$ cat config.mk
export PLATFORM = sky130hd
export DESIGN_NAME = ptp_readout_ctrl_flat
export DESIGN_NICKNAME = d
export VERILOG_FILES = /design/src/rtl/ptp_pkg.sv /design/src/rtl/ptp_readout_ctrl_if.sv /design/src/rtl/ptp_mask_next.sv /design/src/rtl/ptp_readout_ctrl.sv /design/src/flat_wrapper.sv
export SDC_FILE = /design/constraint.sdc
export NUM_CORES = 1
export LEC_CHECK = 0
export ABC_AREA = 0
export CAP_MARGIN = 30
export CORE_MARGIN = 2
export CORE_UTILIZATION = 55
export DETAILED_ROUTE_END_ITERATION = 6
export HOLD_SLACK_MARGIN = 0.12
export PLACE_DENSITY = 0.84
export SYNTH_ARGS = -nofsm -noshare
export SYNTH_HDL_FRONTEND = slang
export SYNTH_SLANG_ARGS = --single-unit
$ cat constraint.sdc
create_clock -name clk_i -period 3.77 [get_ports clk_i]
set_clock_uncertainty 0.15 [all_clocks]
set_input_delay 0.5655 -clock clk_i [delete_from_list [all_inputs] [get_ports clk_i]]
set_output_delay 0.5655 -clock clk_i [all_outputs]
set_load 0.02 [all_outputs]
$ cat src/rtl/ptp_pkg.sv
// Shared ptp package: readout FSM states, default snapshot geometry and byte helpers.
package ptp_pkg;

  localparam int unsigned PTP_NUM_WORDS  = 5;
  localparam int unsigned PTP_WORD_W     = 32;
  localparam int unsigned PTP_BYTE_W     = 8;
  localparam int unsigned BYTES_PER_WORD = PTP_WORD_W / PTP_BYTE_W;

  typedef enum logic [2:0] {
    ST_IDLE    = 3'd0,
    ST_HALT    = 3'd1,
    ST_CAPTURE = 3'd2,
    ST_SEND    = 3'd3,
    ST_DONE    = 3'd4
  } readout_state_e;

  // Byte count for a non-default word width.
  function automatic int unsigned bytes_per_word(input int unsigned word_w);
    return word_w / PTP_BYTE_W;
  endfunction

endpackage

$ cat src/rtl/ptp_readout_ctrl_if.sv
// Byte-stream valid/ready port from the readout controller toward the pin mux.
interface ptp_readout_ctrl_if;
  import ptp_pkg::*;

  logic [PTP_BYTE_W-1:0] byte_o;
  logic                  byte_valid_o;
  logic                  byte_ready_i;

  modport master (output byte_o, output byte_valid_o, input byte_ready_i);
  modport slave  (input byte_o, input byte_valid_o, output byte_ready_i);

endinterface

$ cat src/rtl/ptp_mask_next.sv
// Finds the lowest set mask bit at or above i_from; o_none_c flags that none remain.
module ptp_mask_next #(
  parameter int unsigned N      = 5,
  parameter int unsigned FROM_W = 3,
  parameter int unsigned IDX_W  = 3
) (
  input  logic [N-1:0]      i_mask,
  input  logic [FROM_W-1:0] i_from,
  output logic [IDX_W-1:0]  o_idx_c,
  output logic              o_none_c
);

  // Descending scan so the lowest qualifying bit is the one left standing.
  always_comb begin
    o_idx_c  = '0;
    o_none_c = 1'b1;
    for (int k = int'(N) - 1; k >= 0; k--) begin
      if (i_mask[k] && (k >= int'(i_from))) begin
        o_idx_c  = IDX_W'(k);
        o_none_c = 1'b0;
      end
    end
  end

endmodule

$ cat src/rtl/ptp_readout_ctrl.sv
// Host-paced Baby state dump: halt, snapshot masked words, stream bytes MSB first, release.
// Optional PTP_READOUT_CHECKSUM_EN appends an XOR checksum byte after the data bytes.
module ptp_readout_ctrl
  import ptp_pkg::*;
#(
  parameter int unsigned NUM_WORDS = PTP_NUM_WORDS,
  parameter int unsigned WORD_W    = PTP_WORD_W
) (
  input  logic                        clk_i,
  input  logic                        reset_n_i,
  input  logic                        start_i,
  input  logic                        abort_i,
  input  logic [NUM_WORDS-1:0]        word_mask_i,
  input  logic [NUM_WORDS*WORD_W-1:0] words_i,
  output logic                        halt_req_o,
  input  logic                        halt_ack_i,
  ptp_readout_ctrl_if.master          bus,
  output logic                        busy_o,
  output logic                        done_o
);

  localparam int unsigned L_BPW  = bytes_per_word(WORD_W);
  localparam int unsigned WIDX_W = (NUM_WORDS > 1) ? $clog2(NUM_WORDS) : 1;
  localparam int unsigned SIDX_W = $clog2(NUM_WORDS + 1);
  localparam int unsigned BIDX_W = (L_BPW > 1) ? $clog2(L_BPW) : 1;

  readout_state_e          r_state, w_state_nxt;
  logic [NUM_WORDS-1:0]    r_mask, w_mask_nxt;
  logic [WORD_W-1:0]       r_snap [NUM_WORDS];
  logic [WIDX_W-1:0]       r_word_idx, w_word_idx_nxt;
  logic [BIDX_W-1:0]       r_byte_idx, w_byte_idx_nxt;
  logic [PTP_BYTE_W-1:0]   r_byte, w_byte_nxt;
  logic                    r_valid, w_valid_nxt;
  logic                    r_halt_req, w_halt_req_nxt;
  logic                    r_done, w_done_nxt;
  logic                    r_busy, w_busy_nxt;

  logic [WORD_W-1:0]       w_words [NUM_WORDS];
  logic [SIDX_W-1:0]       w_from;
  logic [WIDX_W-1:0]       w_next_idx;
  logic                    w_none;
  logic                    w_xfer;
  logic                    w_last_byte;

`ifdef PTP_READOUT_CHECKSUM_EN
  logic [PTP_BYTE_W-1:0]   r_cks, w_cks_nxt;
  logic                    r_cks_phase, w_cks_phase_nxt;
`endif

  // Byte k of a word, counting from the MSB end.
  function automatic logic [PTP_BYTE_W-1:0] f_byte(input logic [WORD_W-1:0] w,
                                                   input logic [BIDX_W-1:0] k);
    logic [WORD_W-1:0] s;
    s = w << (32'(k) * 32'(PTP_BYTE_W));
    return s[WORD_W-1 -: PTP_BYTE_W];
  endfunction

  always_comb begin
    for (int k = 0; k < int'(NUM_WORDS); k++) begin
      w_words[k] = words_i[(int'(NUM_WORDS) - k) * int'(WORD_W) - 1 -: WORD_W];
    end
  end

  assign w_from      = (r_state == ST_CAPTURE) ? '0 : SIDX_W'(r_word_idx) + SIDX_W'(1);
  assign w_xfer      = r_valid && bus.byte_ready_i;
  assign w_last_byte = (r_byte_idx == BIDX_W'(L_BPW - 1));

  ptp_mask_next #(
    .N      (NUM_WORDS),
    .FROM_W (SIDX_W),
    .IDX_W  (WIDX_W)
  ) u_mask_next (
    .i_mask   (r_mask),
    .i_from   (w_from),
    .o_idx_c  (w_next_idx),
    .o_none_c (w_none)
  );

  always_ff @(posedge clk_i or negedge reset_n_i) begin
    if (!reset_n_i) begin
      r_state    <= ST_IDLE;
      r_mask     <= '0;
      r_word_idx <= '0;
      r_byte_idx <= '0;
      r_byte     <= '0;
      r_valid    <= 1'b0;
      r_halt_req <= 1'b0;
      r_done     <= 1'b0;
      r_busy     <= 1'b0;
    end else begin
      r_state    <= w_state_nxt;
      r_mask     <= w_mask_nxt;
      r_word_idx <= w_word_idx_nxt;
      r_byte_idx <= w_byte_idx_nxt;
      r_byte     <= w_byte_nxt;
      r_valid    <= w_valid_nxt;
      r_halt_req <= w_halt_req_nxt;
      r_done     <= w_done_nxt;
      r_busy     <= w_busy_nxt;
    end
  end

  // Snapshot only loads in CAPTURE so words_i may move freely while streaming.
  always_ff @(posedge clk_i or negedge reset_n_i) begin
    if (!reset_n_i) begin
      for (int k = 0; k < int'(NUM_WORDS); k++) r_snap[k] <= '0;
    end else if (r_state == ST_CAPTURE) begin
      for (int k = 0; k < int'(NUM_WORDS); k++) r_snap[k] <= w_words[k];
    end
  end

`ifdef PTP_READOUT_CHECKSUM_EN
  always_ff @(posedge clk_i or negedge reset_n_i) begin
    if (!reset_n_i) begin
      r_cks       <= '0;
      r_cks_phase <= 1'b0;
    end else begin
      r_cks       <= w_cks_nxt;
      r_cks_phase <= w_cks_phase_nxt;
    end
  end
`endif

  always_comb begin
    w_state_nxt     = r_state;
    w_mask_nxt      = r_mask;
    w_word_idx_nxt  = r_word_idx;
    w_byte_idx_nxt  = r_byte_idx;
    w_byte_nxt      = r_byte;
    w_valid_nxt     = r_valid;
    w_halt_req_nxt  = r_halt_req;
    w_done_nxt      = 1'b0;
`ifdef PTP_READOUT_CHECKSUM_EN
    w_cks_nxt       = r_cks;
    w_cks_phase_nxt = r_cks_phase;
`endif

    unique case (r_state)
      ST_IDLE: begin
        if (start_i) begin
          w_mask_nxt = word_mask_i;
          if (word_mask_i == '0) begin
            w_state_nxt = ST_DONE;
            w_done_nxt  = 1'b1;
          end else begin
            w_state_nxt    = ST_HALT;
            w_halt_req_nxt = 1'b1;
          end
        end
      end

      ST_HALT: begin
        if (abort_i) begin
          w_state_nxt    = ST_IDLE;
          w_halt_req_nxt = 1'b0;
          w_valid_nxt    = 1'b0;
          w_byte_nxt     = '0;
        end else if (halt_ack_i) begin
          w_state_nxt = ST_CAPTURE;
        end
      end

      // First byte comes straight from words_i, the same value the snapshot takes.
      ST_CAPTURE: begin
        if (abort_i) begin
          w_state_nxt    = ST_IDLE;
          w_halt_req_nxt = 1'b0;
          w_valid_nxt    = 1'b0;
          w_byte_nxt     = '0;
        end else begin
          w_state_nxt    = ST_SEND;
          w_word_idx_nxt = w_next_idx;
          w_byte_idx_nxt = '0;
          w_byte_nxt     = f_byte(w_words[w_next_idx], '0);
          w_valid_nxt    = 1'b1;
`ifdef PTP_READOUT_CHECKSUM_EN
          w_cks_nxt       = '0;
          w_cks_phase_nxt = 1'b0;
`endif
        end
      end

      ST_SEND: begin
        if (abort_i) begin
          w_state_nxt    = ST_IDLE;
          w_halt_req_nxt = 1'b0;
          w_valid_nxt    = 1'b0;
          w_byte_nxt     = '0;
        end else if (w_xfer) begin
`ifdef PTP_READOUT_CHECKSUM_EN
          w_cks_nxt = r_cks ^ r_byte;
          if (r_cks_phase) begin
            w_state_nxt     = ST_DONE;
            w_valid_nxt     = 1'b0;
            w_halt_req_nxt  = 1'b0;
            w_done_nxt      = 1'b1;
            w_byte_nxt      = '0;
            w_cks_phase_nxt = 1'b0;
          end else if (w_last_byte && w_none) begin
            w_cks_phase_nxt = 1'b1;
            w_byte_nxt      = r_cks ^ r_byte;
          end else
`else
          if (w_last_byte && w_none) begin
            w_state_nxt    = ST_DONE;
            w_valid_nxt    = 1'b0;
            w_halt_req_nxt = 1'b0;
            w_done_nxt     = 1'b1;
            w_byte_nxt     = '0;
          end else
`endif
          if (w_last_byte) begin
            w_word_idx_nxt = w_next_idx;
            w_byte_idx_nxt = '0;
            w_byte_nxt     = f_byte(r_snap[w_next_idx], '0);
          end else begin
            w_byte_idx_nxt = r_byte_idx + BIDX_W'(1);
            w_byte_nxt     = f_byte(r_snap[r_word_idx], r_byte_idx + BIDX_W'(1));
          end
        end
      end

      ST_DONE: begin
        w_state_nxt = ST_IDLE;
      end

      default: begin
        w_state_nxt    = ST_IDLE;
        w_halt_req_nxt = 1'b0;
        w_valid_nxt    = 1'b0;
      end
    endcase

    w_busy_nxt = (w_state_nxt != ST_IDLE);
  end

  assign halt_req_o       = r_halt_req;
  assign bus.byte_o       = r_byte;
  assign bus.byte_valid_o = r_valid;
  assign busy_o           = r_busy;
  assign done_o           = r_done;

endmodule

$ cat src/flat_wrapper.sv
// flat-port wrapper written by rule: the top's interface ports become plain ports
module ptp_readout_ctrl_flat import ptp_pkg::*;
#(
  parameter int unsigned NUM_WORDS = PTP_NUM_WORDS,
  parameter int unsigned WORD_W    = PTP_WORD_W
)
  (clk_i, reset_n_i, start_i, abort_i, word_mask_i, words_i, halt_req_o, halt_ack_i, busy_o, done_o, bus_byte_o, bus_byte_valid_o, bus_byte_ready_i);
  ptp_readout_ctrl_if bus_i ();
  input  logic clk_i;
  input  logic reset_n_i;
  input  logic start_i;
  input  logic abort_i;
  input  logic [NUM_WORDS-1:0] word_mask_i;
  input  logic [NUM_WORDS*WORD_W-1:0] words_i;
  output logic halt_req_o;
  input  logic halt_ack_i;
  output logic busy_o;
  output logic done_o;
  output wire logic [$bits(bus_i.byte_o)-1:0] bus_byte_o;
  output wire logic [$bits(bus_i.byte_valid_o)-1:0] bus_byte_valid_o;
  input wire logic [$bits(bus_i.byte_ready_i)-1:0] bus_byte_ready_i;
  assign bus_byte_o = bus_i.byte_o;
  assign bus_byte_valid_o = bus_i.byte_valid_o;
  assign bus_i.byte_ready_i = bus_byte_ready_i;
  ptp_readout_ctrl #(.NUM_WORDS(NUM_WORDS), .WORD_W(WORD_W)) u_core (.clk_i(clk_i), .reset_n_i(reset_n_i), .start_i(start_i), .abort_i(abort_i), .word_mask_i(word_mask_i), .words_i(words_i), .halt_req_o(halt_req_o), .halt_ack_i(halt_ack_i), .bus(bus_i), .busy_o(busy_o), .done_o(done_o));
endmodule
# Yosys cells after proc, flatten, opt, wreduce, memory -nomap -nowiden
# Cells that the tools add are included.
dict set report totals {
  output_inout_bits 12
  register_bits 185
  input_bits 171
}
dict set report op_classes {
  n_reduce_logical 20
  n_shift 1
  n_eq_ne 16
  bitwise 4
  magnitude_cmp 7
  n_addsub 2
  mux 63
}
# op n
set op_table {}
lappend op_table {{32-bit binary-select mux with 3-bit select} 3}
lappend op_table {{32-bit 2-to-1 mux} 6}
lappend op_table {{3-bit 2-to-1 mux} 18}
lappend op_table {{8-bit 2-to-1 mux} 6}
lappend op_table {{32-bit by 5-bit left shift with 32-bit output} 1}
lappend op_table {{8-bit case mux with 3 select lines} 1}
lappend op_table {{1-bit 2-to-1 mux} 17}
lappend op_table {{2-bit 2-to-1 mux} 6}
lappend op_table {{2-bit inequality test, second input constant} 6}
lappend op_table {{3-bit case mux with 4 select lines} 1}
lappend op_table {{6-bit AND reduction} 2}
lappend op_table {{4-bit >= comparator, second input constant} 2}
lappend op_table {{3-bit inverter with 4-bit output} 2}
lappend op_table {{1-bit case mux with 4 select lines} 2}
lappend op_table {{1-bit logical AND} 7}
lappend op_table {{3-bit by 2-bit equality test with 1-bit output, second input constant} 2}
lappend op_table {{1-bit by 3-bit >= comparator with 1-bit output, first input constant} 2}
lappend op_table {{2-bit by 3-bit >= comparator with 1-bit output, first input constant} 2}
lappend op_table {{2-bit by 1-bit inequality test with 1-bit output, second input constant} 3}
lappend op_table {{3-bit by 2-bit inequality test with 1-bit output, second input constant} 2}
lappend op_table {{3-bit case mux with 2 select lines} 1}
lappend op_table {{3-bit nonzero test} 2}
lappend op_table {{5-bit zero test} 1}
lappend op_table {{5-bit AND reduction} 1}
lappend op_table {{other kinds (15)} 17}

# Depth between registers and ports, before layout
dict set report logic_depth {
  depth_word 18
  mapped_depth 10
  mapped_depth_nobuf 8
}

# Hierarchy
# Synthesis repeated with hierarchy kept, for this count alone.
dict set report unflattened {
  hier_cells 693
  area_unflattened_um2 9261.4
}
# module cells_per_inst n_inst area_each_um2
set by_module_without_submodules {}
lappend by_module_without_submodules {ptp_readout_ctrl 679 1 9171.3}
lappend by_module_without_submodules {ptp_mask_next 14 1 90.1}

# Least setup slack after synthesis
# Ideal clock, no wire load.
dict set report synth_path {
  kind {register to register}
  start {register u_core.r_word_idx[1]}
  end {register u_core.r_byte[2] (netlist: u_core.bus.byte_o[2])}
  arrival_ns 2.293
  synth_period_minus_slack_ns 2.539
  setup_slack_ns 1.231
  setup_time_ns 0.095
  required_time_ns 3.525
  path_stages_with_launch 10
  path_cell_list {dfrtp_1 -> ha_1 -> nor2b_1 -> or4b_4 -> a211oi_4 -> buf_6 -> nand2_1 -> nand3_1 -> o211ai_1 -> o31ai_1}
}
dict set report synth_via {
  elab_chain_len 18
}
# element line
set synth_lines {}
lappend synth_lines {{from (decl)} ptp_readout_ctrl.sv:30} ;# logic [WIDX_W-1:0] r_word_idx, w_word_idx_nxt;
lappend synth_lines {{from (signal assigned)} ptp_readout_ctrl.sv:93} ;# r_word_idx <= w_word_idx_nxt;
lappend synth_lines {{3-bit by 1-bit adder with 3-bit output} ptp_readout_ctrl.sv:64} ;# assign w_from = (r_state == ST_CAPTURE) ? '0 : SIDX_W'(r_word_idx) + SIDX_W'(1);
lappend synth_lines {{3-bit 2-to-1 mux} ptp_readout_ctrl.sv:64}
lappend synth_lines {{3-bit >= comparator} ptp_mask_next.sv:18} ;# if (i_mask[k] && (k >= int'(i_from))) begin
lappend synth_lines {{1-bit logical AND} ptp_mask_next.sv:18}
lappend synth_lines {{3-bit 2-to-1 mux (5 in series)} ptp_mask_next.sv:18}
lappend synth_lines {{3-bit inverter with 4-bit output (not written as such)} {ptp_readout_ctrl.sv:174, ptp_readout_ctrl.sv:215}}
lappend synth_lines {{32-bit binary-select mux with 3-bit select} ptp_readout_ctrl.sv:215} ;# w_byte_nxt = f_byte(r_snap[w_next_idx], '0);
lappend synth_lines {{32-bit 2-to-1 mux (not written as such) (2 in series)} ptp_readout_ctrl.sv:215}
lappend synth_lines {{8-bit 2-to-1 mux} ptp_readout_ctrl.sv:212} ;# if (w_last_byte) begin
lappend synth_lines {{8-bit 2-to-1 mux} ptp_readout_ctrl.sv:204} ;# if (w_last_byte && w_none) begin
lappend synth_lines {{8-bit 2-to-1 mux} ptp_readout_ctrl.sv:189} ;# end else if (w_xfer) begin
lappend synth_lines {{8-bit 2-to-1 mux} ptp_readout_ctrl.sv:184} ;# if (abort_i) begin
lappend synth_lines {{8-bit case mux with 3 select lines *} ptp_readout_ctrl.sv:138} ;# unique case (r_state)
lappend synth_lines {{to (signal assigned)} ptp_readout_ctrl.sv:95} ;# r_byte <= w_byte_nxt;
lappend synth_lines {{to (decl)} ptp_readout_ctrl.sv:32} ;# logic [PTP_BYTE_W-1:0] r_byte, w_byte_nxt;
# Every way passes the cells marked *; elsewhere a longest branch is shown, timed or not. The select of a mux whose other input is x is not followed.
# A chain may end at the register's enable or synchronous reset.

# Final worst setup path
dict set report layout_path {
  start {register u_core.r_state[0]}
  end {register u_core.r_byte[6] (netlist: u_core.bus.byte_o[6])}
}
dict set report layout_via {
  elab_chain_len 18
}
# element line
set layout_lines {}
lappend layout_lines {{from (decl)} ptp_readout_ctrl.sv:27} ;# readout_state_e r_state, w_state_nxt;
lappend layout_lines {{from (signal assigned)} ptp_readout_ctrl.sv:91} ;# r_state <= w_state_nxt;
lappend layout_lines {{3-bit by 2-bit equality test with 1-bit output} {ptp_readout_ctrl.sv:64, ptp_readout_ctrl.sv:138}}
lappend layout_lines {{3-bit 2-to-1 mux} ptp_readout_ctrl.sv:64}
lappend layout_lines {{3-bit >= comparator} ptp_mask_next.sv:18}
lappend layout_lines {{1-bit logical AND} ptp_mask_next.sv:18}
lappend layout_lines {{3-bit 2-to-1 mux (5 in series)} ptp_mask_next.sv:18}
lappend layout_lines {{3-bit inverter with 4-bit output (not written as such)} {ptp_readout_ctrl.sv:174, ptp_readout_ctrl.sv:215}}
lappend layout_lines {{32-bit binary-select mux with 3-bit select} ptp_readout_ctrl.sv:215}
lappend layout_lines {{32-bit 2-to-1 mux (not written as such) (2 in series)} ptp_readout_ctrl.sv:215}
lappend layout_lines {{8-bit 2-to-1 mux} ptp_readout_ctrl.sv:212}
lappend layout_lines {{8-bit 2-to-1 mux} ptp_readout_ctrl.sv:204}
lappend layout_lines {{8-bit 2-to-1 mux} ptp_readout_ctrl.sv:189}
lappend layout_lines {{8-bit 2-to-1 mux} ptp_readout_ctrl.sv:184}
lappend layout_lines {{8-bit case mux with 3 select lines} ptp_readout_ctrl.sv:138}
# Several ways; a longest one is shown, not always the timed one. The select of a mux whose other input is x is not followed.

==> flow_summary.json <==
{
  "status": "finished clean",
  "synth.avg_cell_area_um2": 12.9,
  "worst-setup-path-type": "flip-flop to flip-flop",
  "synth_edf_count": 0,
  "layout_min_cycle_time_ns": 3.06,
  "syn-cell-area_um2": 9140,
  "fin_cells": 1118,
  "numPortBuffers": 182,
  "dieArea_um2": 17700,
  "crit_arrival_ns": 3.21,
  "wl_per_cell_um": 22.8,
  "min_path_type": "flip-flop to flip-flop",
  "crit_path_end_kind": "flip-flop",
  "grt_pass1_vias": 7359,
  "core_area_um2": 16400,
  "whs_path_depth": 1,
  "rows": 47,
  "numCtsBuffers": 17,
  "drt_iter0_markers": 474,
  "die_h_um": 133,
  "max_freq_ghz": 0.327,
  "worstSkewPairLatency_ns": 0.43,
  "cts_buffer_depth": 2,
  "grt_max_degree": 161,
  "io_pins": 183,
  "post-route-period-util_pct": 81.1,
  "yosysUniqueCellTypes": 51,
  "slew_headroom_pct": 34.0,
  "drt-vias-per-instance": 6.11,
  "finalSetupViolations": 0,
  "leakage_nw": 4.84,
  "post-place-ws_ns": 0.744,
  "drt_pass1_iterations": 5,
  "design_area_um2": 11800,
  "cts.clk_slew.worst_paths_ns": 0.07,
  "htreeDepth": 4,
  "area_growth_syn_to_layout_pct": 29.6,
  "synthCells": 710,
  "cp-start-kind": "flip-flop",
  "rsz0062_at_grt": "no",
  "drv_slew": 0,
  "hold_viol": 0,
  "r2r.worst_path.cells": 8,
  "ys_ff_latch": 185,
  "async_reset_ff_share_pct": 100,
  "r2r-end": "u_core.bus.byte_o[6]$_DFFE_PN0P_",
  "cpLargestDelayFamily": "compound AO/OA/AOI/OAI gates",
  "place.gp.congestion": 0.938,
  "cap_violations": 0,
  "cts.sinks": 185,
  "cp_num_buf_inv": 1,
  "max_stage_delay_ns": 0.68,
  "final_common_cell": "dfrtp_1",
  "antenna_left": 0,
  "antenna_cells": 0,
  "holdWs_ns": 0.354,
  "grt_overflow": 0,
  "rr_startpoint": "u_core.r_state[0]$_DFF_PN0_",
  "cts_root_buf": "clkbuf_16",
  "irDropWorstVdd_mv": 0.474,
  "final_cell_mix": "dfrtp_1 (183), clkdlybuf4s50_1 (181), mux2_2 (170)",
  "post-place-cells": 1085,
  "r2r_setup_slack_ns": 0.71,
  "p_per_area_nw_per_um2": 878,
  "fin_nets": 1058,
  "grt_pass1_wl_um": 40200,
  "die_w_um": 133,
  "drive_gt1_share_pct": 28.0,
  "worst_slew_pin_slew_ns": 0.991,
  "post-cts-setup-buffers": 0,
  "placed_area_um2": 11200,
  "ys.flop_type": "dfrtp_1",
  "critPathLaunch": "u_core.r_state[0]$_DFF_PN0_",
  "required_ns": 3.92,
  "setup_ws_ns": 0.712,
  "cp_max_fo": 16,
  "syn-num-nets": 883,
  "hold_start": "u_core.r_snap[37]$_DFFE_PN0P_",
  "yosysWarnings": 0,
  "hpwl_um": 18300,
  "yosysSeqAreaShare_pct": 50.7,
  "drc_errors": 0,
  "routed_wl_um": 25500,
  "initial_utilization_pct": 55.7,
  "cts_tree": "yes",
  "antenna_found_initial": 0,
  "finalSetupTns_ns": 0,
  "crit_slowest_cell": "dfrtp_1",
  "worstHoldEndpoint": "u_core.r_snap[37]$_DFFE_PN0P_",
  "grt_usage_pct": 29.8,
  "vias": 6835,
  "crit_path_cell_trace": "nor4bb_1, or4b_4, a211o_1, o211ai_1, buf_4, o22ai_1, a221oi_1, o31ai_1"
}
cell type report:
cell class | count | area, um2
Sequential cell | 185 | 4630
Fill cell | 1117 | 4560
Multi-Input combinational cell | 477 | 4330
Timing Repair Buffer | 201 | 2000
Clock buffer | 19 | 443
Tap cell | 220 | 275
Clock inverter | 13 | 155
Inverter | 3 | 11.3
logic make-up (layout without fill, tap and decap cells):
family	count (synthesis)	count (layout)	share of synthesized area, %
compound gates	106	106	8.45
xor+xnor	1	1	0.0958
fa+ha+maj	2	2	0.274
buf+inv	48	236	2.14
flops	185	185	50.7
mux	235	235	31.3
simple gates	133	133	7.15
flip-flops by register name (all words and copies together), names as in the netlist:
name / flops
u_core.busy_o: 1
u_core.bus.byte_valid_o: 1
u_core.r_mask: 5
u_core.done_o: 1
u_core.bus.byte_o: 8
u_core.r_snap: 160
u_core.halt_req_o: 1
u_core.r_word_idx: 3
u_core.r_state: 3
u_core.r_byte_idx: 2
per-layer routing:
| metal | routed length (um) | vias to the layer above | track usage (%) |
|---|---|---|---|
| li1 | - | 3020 | - |
| met3 | 1590 | 63 | 6.28 |
| met5 | 0 | - | 0 |
| met2 | 12600 | 285 | 49.5 |
| met4 | 881 | 0 | 12.2 |
| met1 | 10400 | 3467 | 38.3 |
report_power, final:
| part | leakage [nW] | switching [mW] | internal [mW] |
|---|---|---|---|
| sequential | 2.22 | 0.692 | 2.98 |
| combinational | 2.34 | 2.43 | 2.47 |
| clock | 0.289 | 0.821 | 1.01 |
synth_stat cells, types with 3 or more instances:
cell type  number  area, um2
nand3_1        10       50.1
dfrtp_1       185       4630
o21ai_0         5       25.0
nor2b_1        15       93.8
buf_2           6       30.0
mux2i_1        39        390
a211oi_1       12       90.1
a2111oi_0       5       43.8
a221oi_1        8       70.1
mux2_1          3       33.8
clkbuf_1       26       97.6
mux2_2        170       1910
nand2_1        31        116
a22o_1          6       52.6
nand2b_1        6       37.5
o21ai_1         6       30.0
a21oi_1        11       55.1
buf_1          12       45.0
o211ai_1        8       60.1
inv_1           3       11.3
nor4_1          7       43.8
a22oi_1         4       30.0
o22ai_1        14       87.6
o2111ai_1       3       26.3
mux4_2         23        518
nor2_1         40        150
o21bai_1        3       22.5
o31ai_1         6       45.0
nor3_1         13       65.1
what timing repair did:
action / CTS / global route
gates resized for setup: 0 / 0
hold endpoints to repair: 75 / 0
hold buffers: 1 / 0
worst max-delay path by stage:
stage                                       end  slack, ns  cells after the start
2_1_floorplan  u_core.bus.byte_o[2]$_DFFE_PN0P_       1.23                      9
3_3_place_gp   u_core.bus.byte_o[6]$_DFFE_PN0P_       0.81                      8
3_5_place_dp   u_core.bus.byte_o[6]$_DFFE_PN0P_       0.74                      8
4_1_cts        u_core.bus.byte_o[6]$_DFFE_PN0P_       0.71                      8
5_1_grt        u_core.bus.byte_o[5]$_DFFE_PN0P_       0.49                      8
6_report       u_core.bus.byte_o[6]$_DFFE_PN0P_       0.71                      8
worst reg2reg max path, cell delays in order, from the launching register on:
cell and delay [ns]:
dfrtp_1 0.68, nor4bb_1 0.16, or4b_4 0.59, a211o_1 0.49, o211ai_1 0.19, buf_4 0.20, o22ai_1 0.10, a221oi_1 0.25
o31ai_1 0.14
metrics by stage:
stage	util, %	power (mW)
floorplan	-	6.91
CTS	72.2	10.4
detailed placement	68.5	8.53
global route	72.2	11.0
global placement	68.5	8.37
finish	72.2	10.4
No activity file was read; power rests on OpenSTA's default activity.
